--- src/rtl/bram_acc_ctrl_if.sv ---
// Request stream and dual-port BRAM bus of the accumulate controller.
// master: controller side (req_ready, port A/B drive); slave: source + BRAM.
interface bram_acc_ctrl_if #(
  parameter int DATA_WIDTH = 36,
  parameter int ADDR_WIDTH = 11
);
  logic                  req_valid;
  logic                  req_ready;
  logic [ADDR_WIDTH-1:0] req_addr;
  logic [DATA_WIDTH-1:0] req_delta;
  logic                  en_a;
  logic                  we_a;
  logic [ADDR_WIDTH-1:0] addr_a;
  logic [DATA_WIDTH-1:0] data_in_a;
  logic [DATA_WIDTH-1:0] data_out_a;
  logic                  en_b;
  logic                  we_b;
  logic [ADDR_WIDTH-1:0] addr_b;
  logic [DATA_WIDTH-1:0] data_in_b;

  modport master (
    input  req_valid, req_addr, req_delta, data_out_a,
    output req_ready, en_a, we_a, addr_a, data_in_a,
    output en_b, we_b, addr_b, data_in_b
  );

  modport slave (
    output req_valid, req_addr, req_delta, data_out_a,
    input  req_ready, en_a, we_a, addr_a, data_in_a,
    input  en_b, we_b, addr_b, data_in_b
  );
endinterface

--- src/rtl/bram_acc_ctrl.sv ---
// Saturating read-modify-write accumulator in front of a dual-port BRAM.
// Ports: clk, rst (async high), bus (bram_acc_ctrl_if.master: request
// stream, read port A, write port B), busy, sat_flag (sticky), op_count.
// Macro BRAM_ACC_FORWARD_EN: S2/S3 forwarding and full throughput;
// undefined: same-address requests stall until the prior write lands.
module bram_acc_ctrl #(
  parameter int DATA_WIDTH = 36,
  parameter int ADDR_WIDTH = 11
) (
  input  logic        clk,
  input  logic        rst,
  bram_acc_ctrl_if.master bus,
  output logic        busy,
  output logic        sat_flag,
  output logic [31:0] op_count
);
  localparam logic [DATA_WIDTH-1:0] MAX_V =
    {1'b0, {(DATA_WIDTH-1){1'b1}}};
  localparam logic [DATA_WIDTH-1:0] MIN_V =
    {1'b1, {(DATA_WIDTH-1){1'b0}}};

  logic                  accept;
  logic                  s1_valid;
  logic [ADDR_WIDTH-1:0] s1_addr;
  logic [DATA_WIDTH-1:0] s1_delta;
  logic                  s2_valid;
  logic [ADDR_WIDTH-1:0] s2_addr;
  logic [DATA_WIDTH-1:0] s2_sum;
  logic [DATA_WIDTH-1:0] operand;
  logic [DATA_WIDTH:0]   wide_sum;
  logic                  ovf;
  logic [DATA_WIDTH-1:0] sat_sum;

`ifdef BRAM_ACC_FORWARD_EN
  logic                  s3_valid;
  logic [ADDR_WIDTH-1:0] s3_addr;
  logic [DATA_WIDTH-1:0] s3_sum;

  assign bus.req_ready = !rst;
`else
  // Hold off a request whose word is still being read or written.
  assign bus.req_ready = !rst
    && !(s1_valid && s1_addr == bus.req_addr)
    && !(s2_valid && s2_addr == bus.req_addr);
`endif

  assign accept        = bus.req_valid && bus.req_ready;
  assign bus.en_a      = accept;
  assign bus.we_a      = 1'b0;
  assign bus.addr_a    = accept ? bus.req_addr : '0;
  assign bus.data_in_a = '0;

  assign bus.en_b      = s2_valid;
  assign bus.we_b      = s2_valid;
  assign bus.addr_b    = s2_addr;
  assign bus.data_in_b = s2_sum;
  assign busy          = s1_valid || s2_valid;

  // Newest in-flight value wins: S2 is younger than S3.
  always_comb begin
    operand = bus.data_out_a;
`ifdef BRAM_ACC_FORWARD_EN
    if (s2_valid && s2_addr == s1_addr) begin
      operand = s2_sum;
    end else if (s3_valid && s3_addr == s1_addr) begin
      operand = s3_sum;
    end
`endif
  end

  // One extra bit: overflow shows as disagreement of the top two bits.
  always_comb begin
    wide_sum = {operand[DATA_WIDTH-1], operand}
             + {s1_delta[DATA_WIDTH-1], s1_delta};
    ovf      = wide_sum[DATA_WIDTH] ^ wide_sum[DATA_WIDTH-1];
    sat_sum  = wide_sum[DATA_WIDTH-1:0];
    if (ovf) begin
      sat_sum = wide_sum[DATA_WIDTH] ? MIN_V : MAX_V;
    end
  end

  always_ff @(posedge clk or posedge rst) begin
    if (rst) begin
      s1_valid <= 1'b0;
      s1_addr  <= '0;
      s1_delta <= '0;
      s2_valid <= 1'b0;
      s2_addr  <= '0;
      s2_sum   <= '0;
      sat_flag <= 1'b0;
      op_count <= '0;
    end else begin
      s1_valid <= accept;
      if (accept) begin
        s1_addr  <= bus.req_addr;
        s1_delta <= bus.req_delta;
      end
      s2_valid <= s1_valid;
      if (s1_valid) begin
        s2_addr <= s1_addr;
        s2_sum  <= sat_sum;
        if (ovf) begin
          sat_flag <= 1'b1;
        end
      end
      if (s2_valid) begin
        op_count <= op_count + 32'd1;
      end
    end
  end

`ifdef BRAM_ACC_FORWARD_EN
  always_ff @(posedge clk or posedge rst) begin
    if (rst) begin
      s3_valid <= 1'b0;
      s3_addr  <= '0;
      s3_sum   <= '0;
    end else begin
      s3_valid <= s2_valid;
      if (s2_valid) begin
        s3_addr <= s2_addr;
        s3_sum  <= s2_sum;
      end
    end
  end
`endif
endmodule
--- src/flat_wrapper.sv ---
// flat-port wrapper written by rule: the top's interface ports become plain ports
module bram_acc_ctrl_flat 
#(
  parameter int DATA_WIDTH = 36,
  parameter int ADDR_WIDTH = 11
)
  (clk, rst, busy, sat_flag, op_count, bus_req_valid, bus_req_addr, bus_req_delta, bus_data_out_a, bus_req_ready, bus_en_a, bus_we_a, bus_addr_a, bus_data_in_a, bus_en_b, bus_we_b, bus_addr_b, bus_data_in_b);
  bram_acc_ctrl_if #(.DATA_WIDTH(DATA_WIDTH), .ADDR_WIDTH(ADDR_WIDTH)) bus_i ();
  input  logic clk;
  input  logic rst;
  output logic busy;
  output logic sat_flag;
  output logic [31:0] op_count;
  input wire logic [$bits(bus_i.req_valid)-1:0] bus_req_valid;
  input wire logic [$bits(bus_i.req_addr)-1:0] bus_req_addr;
  input wire logic [$bits(bus_i.req_delta)-1:0] bus_req_delta;
  input wire logic [$bits(bus_i.data_out_a)-1:0] bus_data_out_a;
  output wire logic [$bits(bus_i.req_ready)-1:0] bus_req_ready;
  output wire logic [$bits(bus_i.en_a)-1:0] bus_en_a;
  output wire logic [$bits(bus_i.we_a)-1:0] bus_we_a;
  output wire logic [$bits(bus_i.addr_a)-1:0] bus_addr_a;
  output wire logic [$bits(bus_i.data_in_a)-1:0] bus_data_in_a;
  output wire logic [$bits(bus_i.en_b)-1:0] bus_en_b;
  output wire logic [$bits(bus_i.we_b)-1:0] bus_we_b;
  output wire logic [$bits(bus_i.addr_b)-1:0] bus_addr_b;
  output wire logic [$bits(bus_i.data_in_b)-1:0] bus_data_in_b;
  assign bus_i.req_valid = bus_req_valid;
  assign bus_i.req_addr = bus_req_addr;
  assign bus_i.req_delta = bus_req_delta;
  assign bus_i.data_out_a = bus_data_out_a;
  assign bus_req_ready = bus_i.req_ready;
  assign bus_en_a = bus_i.en_a;
  assign bus_we_a = bus_i.we_a;
  assign bus_addr_a = bus_i.addr_a;
  assign bus_data_in_a = bus_i.data_in_a;
  assign bus_en_b = bus_i.en_b;
  assign bus_we_b = bus_i.we_b;
  assign bus_addr_b = bus_i.addr_b;
  assign bus_data_in_b = bus_i.data_in_b;
  bram_acc_ctrl #(.DATA_WIDTH(DATA_WIDTH), .ADDR_WIDTH(ADDR_WIDTH)) u_core (.clk(clk), .rst(rst), .bus(bus_i), .busy(busy), .sat_flag(sat_flag), .op_count(op_count));
endmodule
--- config.mk ---
export PLATFORM = sky130hd
export DESIGN_NAME = bram_acc_ctrl_flat
export DESIGN_NICKNAME = d
export VERILOG_FILES = /design/src/rtl/bram_acc_ctrl_if.sv /design/src/rtl/bram_acc_ctrl.sv /design/src/flat_wrapper.sv
export SDC_FILE = /design/constraint.sdc
export NUM_CORES = 1
export LEC_CHECK = 0
export BUFFER_PORTS_ARGS = -buffer_cell sky130_fd_sc_hd__buf_2
export CORE_MARGIN = 1
export CORE_UTILIZATION = 47
export DETAILED_ROUTE_END_ITERATION = 8
export GPL_TIMING_DRIVEN = 0
export HOLD_SLACK_MARGIN = 0.05
export PLACE_DENSITY = 0.83
export REMOVE_ABC_BUFFERS = 1
export SETUP_SLACK_MARGIN = 0.05
export SLEW_MARGIN = 20
export SYNTH_ARGS = -nofsm -noshare
export SYNTH_HDL_FRONTEND = slang
export SYNTH_SLANG_ARGS = --single-unit
export TNS_END_PERCENT = 5
--- constraint.sdc ---
create_clock -name clk -period 8.7 [get_ports clk]
set_clock_uncertainty 0.05 [all_clocks]
set_input_delay 1.305 -clock clk [delete_from_list [all_inputs] [get_ports clk]]
set_output_delay 1.305 -clock clk [all_outputs]
set_load 0.02 [all_outputs]
==> impl_metrics.tcl <==
set metrics [dict create \
    status "finished, final reports clean" \
    post-cts-setup-buffer-count 0 \
    grt_usage_pct 23.3 \
    cts_root_buffer "clkbuf_16" \
    ys_types 57 \
    synthesis.area_per_instance_sq_um 9.01 \
    drt_wl_total_um 19300 \
    clock_latency_ns 0.42 \
    path_common_cell "buf_2" \
    internal_power_w 0.00147 \
    critical_path_required_ns 7.34 \
    grt_max_degree 90 \
    combinationalPowerShare_pct 34.2 \
    synthArstFlopShare_pct 100 \
    max_stage_delay_ns 0.65 \
    p_switching_w 0.000820 \
    relSlewSlack_pct 47.6 \
    pwr-share-seq_pct 34.4 \
    power.density_nw_per_um2 245 \
    ant_nets 0 \
    vdd_drop_max_uv 137 \
    row_count 46 \
    syn_inst 861 \
    grt_overflow_total 0 \
    fin_crit_sh_pct 59.0 \
    drt_iter0_markers 382 \
    cp_max_fo 39 \
    path_clk_slew_ns 0.06 \
    end_kind "primary output" \
    port_buffers 181 \
    fmax_mhz 195 \
    clockBufferDepth 2 \
    dr.pass1.iters 5 \
    area_delta_synth_final_pct 20.5 \
    setup_viol 0 \
    syn_area_sq_um 7760 \
    leakage_nw 4.88 \
    final_cells 1258 \
    yosysSeqAreaShare_pct 41.6 \
    drc 0 \
    cts_resized 0 \
    maxCapViolCount 0 \
    period_needed_ns 5.13 \
    worst_pin_slew_ns 0.785 \
    cp.arrival_ns 3.78 \
    whs_path_depth 1 \
    avgViaCountPerCell 5.26 \
    pre_cts_ws_ns 3.08 \
    rsz0062_at_grt "false" \
    slew_viol_final 0 \
    synth_edf_count 0 \
    swShare_pct 35.8 \
    die_y_um 130 \
    core_sq_um 16000 \
    gp_congestion 0.866 \
    worstSetupPathType "in -> out" \
    route.vias.total 6615 \
    synth-main-ff-cell "dfrtp_1" \
    hold_class "reg -> reg" \
    ys_ff_latch 129 \
    crit_chain "buf_2, xnor2_1, nand4_1, nor3_1, nor3_2, nand2_2, inv_2, buf_2" \
    io_pins 219 \
    dpl.cell_count 1226 \
    die_area_sq_um 17000 \
    hpwl_um 14200 \
    drive_gt1_share_pct 23.7 \
    cts.sinks 129 \
    postCtsHoldBufs 0 \
    fin_nets 1153 \
    wl_per_cell_um 15.3 \
    fin_setup_tns_ns 0 \
    setup_ws_ns 3.57 \
    grt_pass1_wl_um 30900 \
    clock_power_share_pct 31.3 \
    start_util_pct 48.5 \
    htree_levels 4 \
    antenna_found_initial 0 \
    grt_pass1_vias 6391 \
    ys_warn_count 0 \
    hold_viol 0 \
    cts_buffers 17 \
    fp.dieW_um 130 \
    worst_setup_path_start_kind "primary input" \
    ff2ff_path_depth 12 \
    cts_tree "yes" \
    slowest_stage "inv_2" \
]
final timing paths:
kind / from / endpoint / slack [ns]
max: bus_req_addr[2] / bus_en_a / 3.57
max in group asynchronous: rst / u_core.bus.data_in_b[32]$_DFFE_PP0P_ / 7.02
min in group asynchronous: rst / u_core.s1_addr[4]$_DFFE_PP0P_ / 0.83
min reg2reg: u_core.op_count[31]$_DFFE_PP0P_ / u_core.op_count[31]$_DFFE_PP0P_ / 0.43
min: u_core.op_count[31]$_DFFE_PP0P_ / u_core.op_count[31]$_DFFE_PP0P_ / 0.43
max reg2reg: u_core.s1_delta[0]$_DFFE_PP0P_ / u_core.bus.data_in_b[34]$_DFFE_PP0P_ / 4.66
metrics by stage:
step | util [%] | hold WS [ns] | instance area [sq um] | power, W
CTS | 58.4 | 0.428 | 9340 | 0.00230
floorplan | - | 0.400 | 7460 | 0.00132
global placement | 54.0 | 0.396 | 8640 | 0.00154
global route | 58.4 | 0.443 | 9350 | 0.00242
finish | 58.4 | 0.426 | 9350 | 0.00229
detailed placement | 54.7 | 0.415 | 8750 | 0.00158
cell families after synthesis:
kind of cell | share of synthesized area, %
adder cells (fa/ha/maj) | 6.22
AND/OR/NAND/NOR | 15.5
multiplexers | 1.74
AO/OA/AOI/OAI | 17.7
other | 0.0483
buffers and inverters | 7.71
XOR/XNOR | 9.48
flip-flops | 41.6
layer usage:
layer / vias to the layer above / wire, um / global-route usage, %
met2: 204 / 9340 / 37.5
met5: - / 0 / 0
met4: 0 / 508 / 9.94
met1: 3123 / 8460 / 30.2
li1: 3247 / - / -
met3: 41 / 953 / 5.13
layout make-up:
type / count / area [sq um]
Tap cell: 216 / 270
Antenna cell: 2 / 5.00
Sequential cell: 129 / 3230
Fill cell: 1463 / 6650
Multi-Input combinational cell: 651 / 4090
Timing Repair Buffer: 185 / 987
Clock inverter: 10 / 136
Inverter: 45 / 176
Clock buffer: 20 / 457
power groups by stage:
stage          logic, W  clock network, W  registers (W)
6_report       0.000785          0.000719       0.000789
5_1_grt        0.000861          0.000759       0.000805
4_1_cts        0.000784          0.000727       0.000790
3_5_place_dp   0.000778                 0       0.000799
3_3_place_gp   0.000748                 0       0.000795
2_1_floorplan  0.000430                 0       0.000893
registers in the layout, summed over array words and instances, names as in the netlist:
signal                flops
u_core.s1_delta          36
u_core.bus.data_in_b     36
u_core.s1_valid           1
u_core.op_count          32
u_core.bus.en_b           1
u_core.s1_addr           11
u_core.bus.addr_b        11
u_core.sat_flag           1
worst max-delay path, delay by kind of cell:
| family | cells | cell delay [ns] |
|---|---|---|
| xor+xnor | 1 | 0.14 |
| buf+inv | 3 | 1.05 |
| simple gates | 4 | 1.26 |
cell usage after synthesis (2+ instances only):
library cell | instances | share of area, %
o2111ai_1 | 3 | 0.34
o22ai_1 | 30 | 2.4
nor2b_1 | 2 | 0.16
ha_1 | 37 | 6.0
a21oi_1 | 47 | 3.0
a211oi_1 | 5 | 0.48
o221a_2 | 3 | 0.44
a31o_2 | 3 | 0.34
and2_1 | 5 | 0.40
nand2b_1 | 3 | 0.24
o21ai_1 | 3 | 0.19
mux2_2 | 12 | 1.7
buf_4 | 40 | 3.9
o211ai_1 | 4 | 0.39
inv_1 | 45 | 2.2
clkbuf_1 | 27 | 1.3
or3_1 | 3 | 0.24
a211o_1 | 2 | 0.23
o21ai_0 | 40 | 2.6
dfrtp_1 | 129 | 42
nand4_1 | 11 | 0.89
nor4_1 | 3 | 0.24
nand2_1 | 148 | 7.2
xnor2_1 | 61 | 6.9
or2_2 | 2 | 0.16
a21boi_0 | 2 | 0.19
nand3_1 | 19 | 1.2
and3_1 | 20 | 1.6
o21a_1 | 6 | 0.58
o31ai_1 | 3 | 0.29
xor2_1 | 23 | 2.6
a21o_1 | 36 | 3.5
a31oi_1 | 5 | 0.40
o21bai_1 | 4 | 0.39
buf_1 | 3 | 0.15
nor2_1 | 41 | 2.0
and4_1 | 2 | 0.23
nor3_1 | 10 | 0.65
cell usage in the layout, fill, tap and decap left out, types with 5 or more instances in the layout:
master,instances
o21ai_0,40
conb_1,37
a21oi_1,47
xnor2_1,61
dfrtp_1,128
o21a_1,6
o22ai_1,30
ha_1,37
and2_1,5
clkbuf_16,17
nand2_1,147
xor2_1,23
nand4_1,11
buf_2,181
nor2_1,41
a31oi_1,5
mux2_2,12
inv_1,43
a211oi_1,5
nor3_1,9
a21o_1,36
and3_1,20
nand3_1,19
No activity file was read; power rests on OpenSTA's default activity.
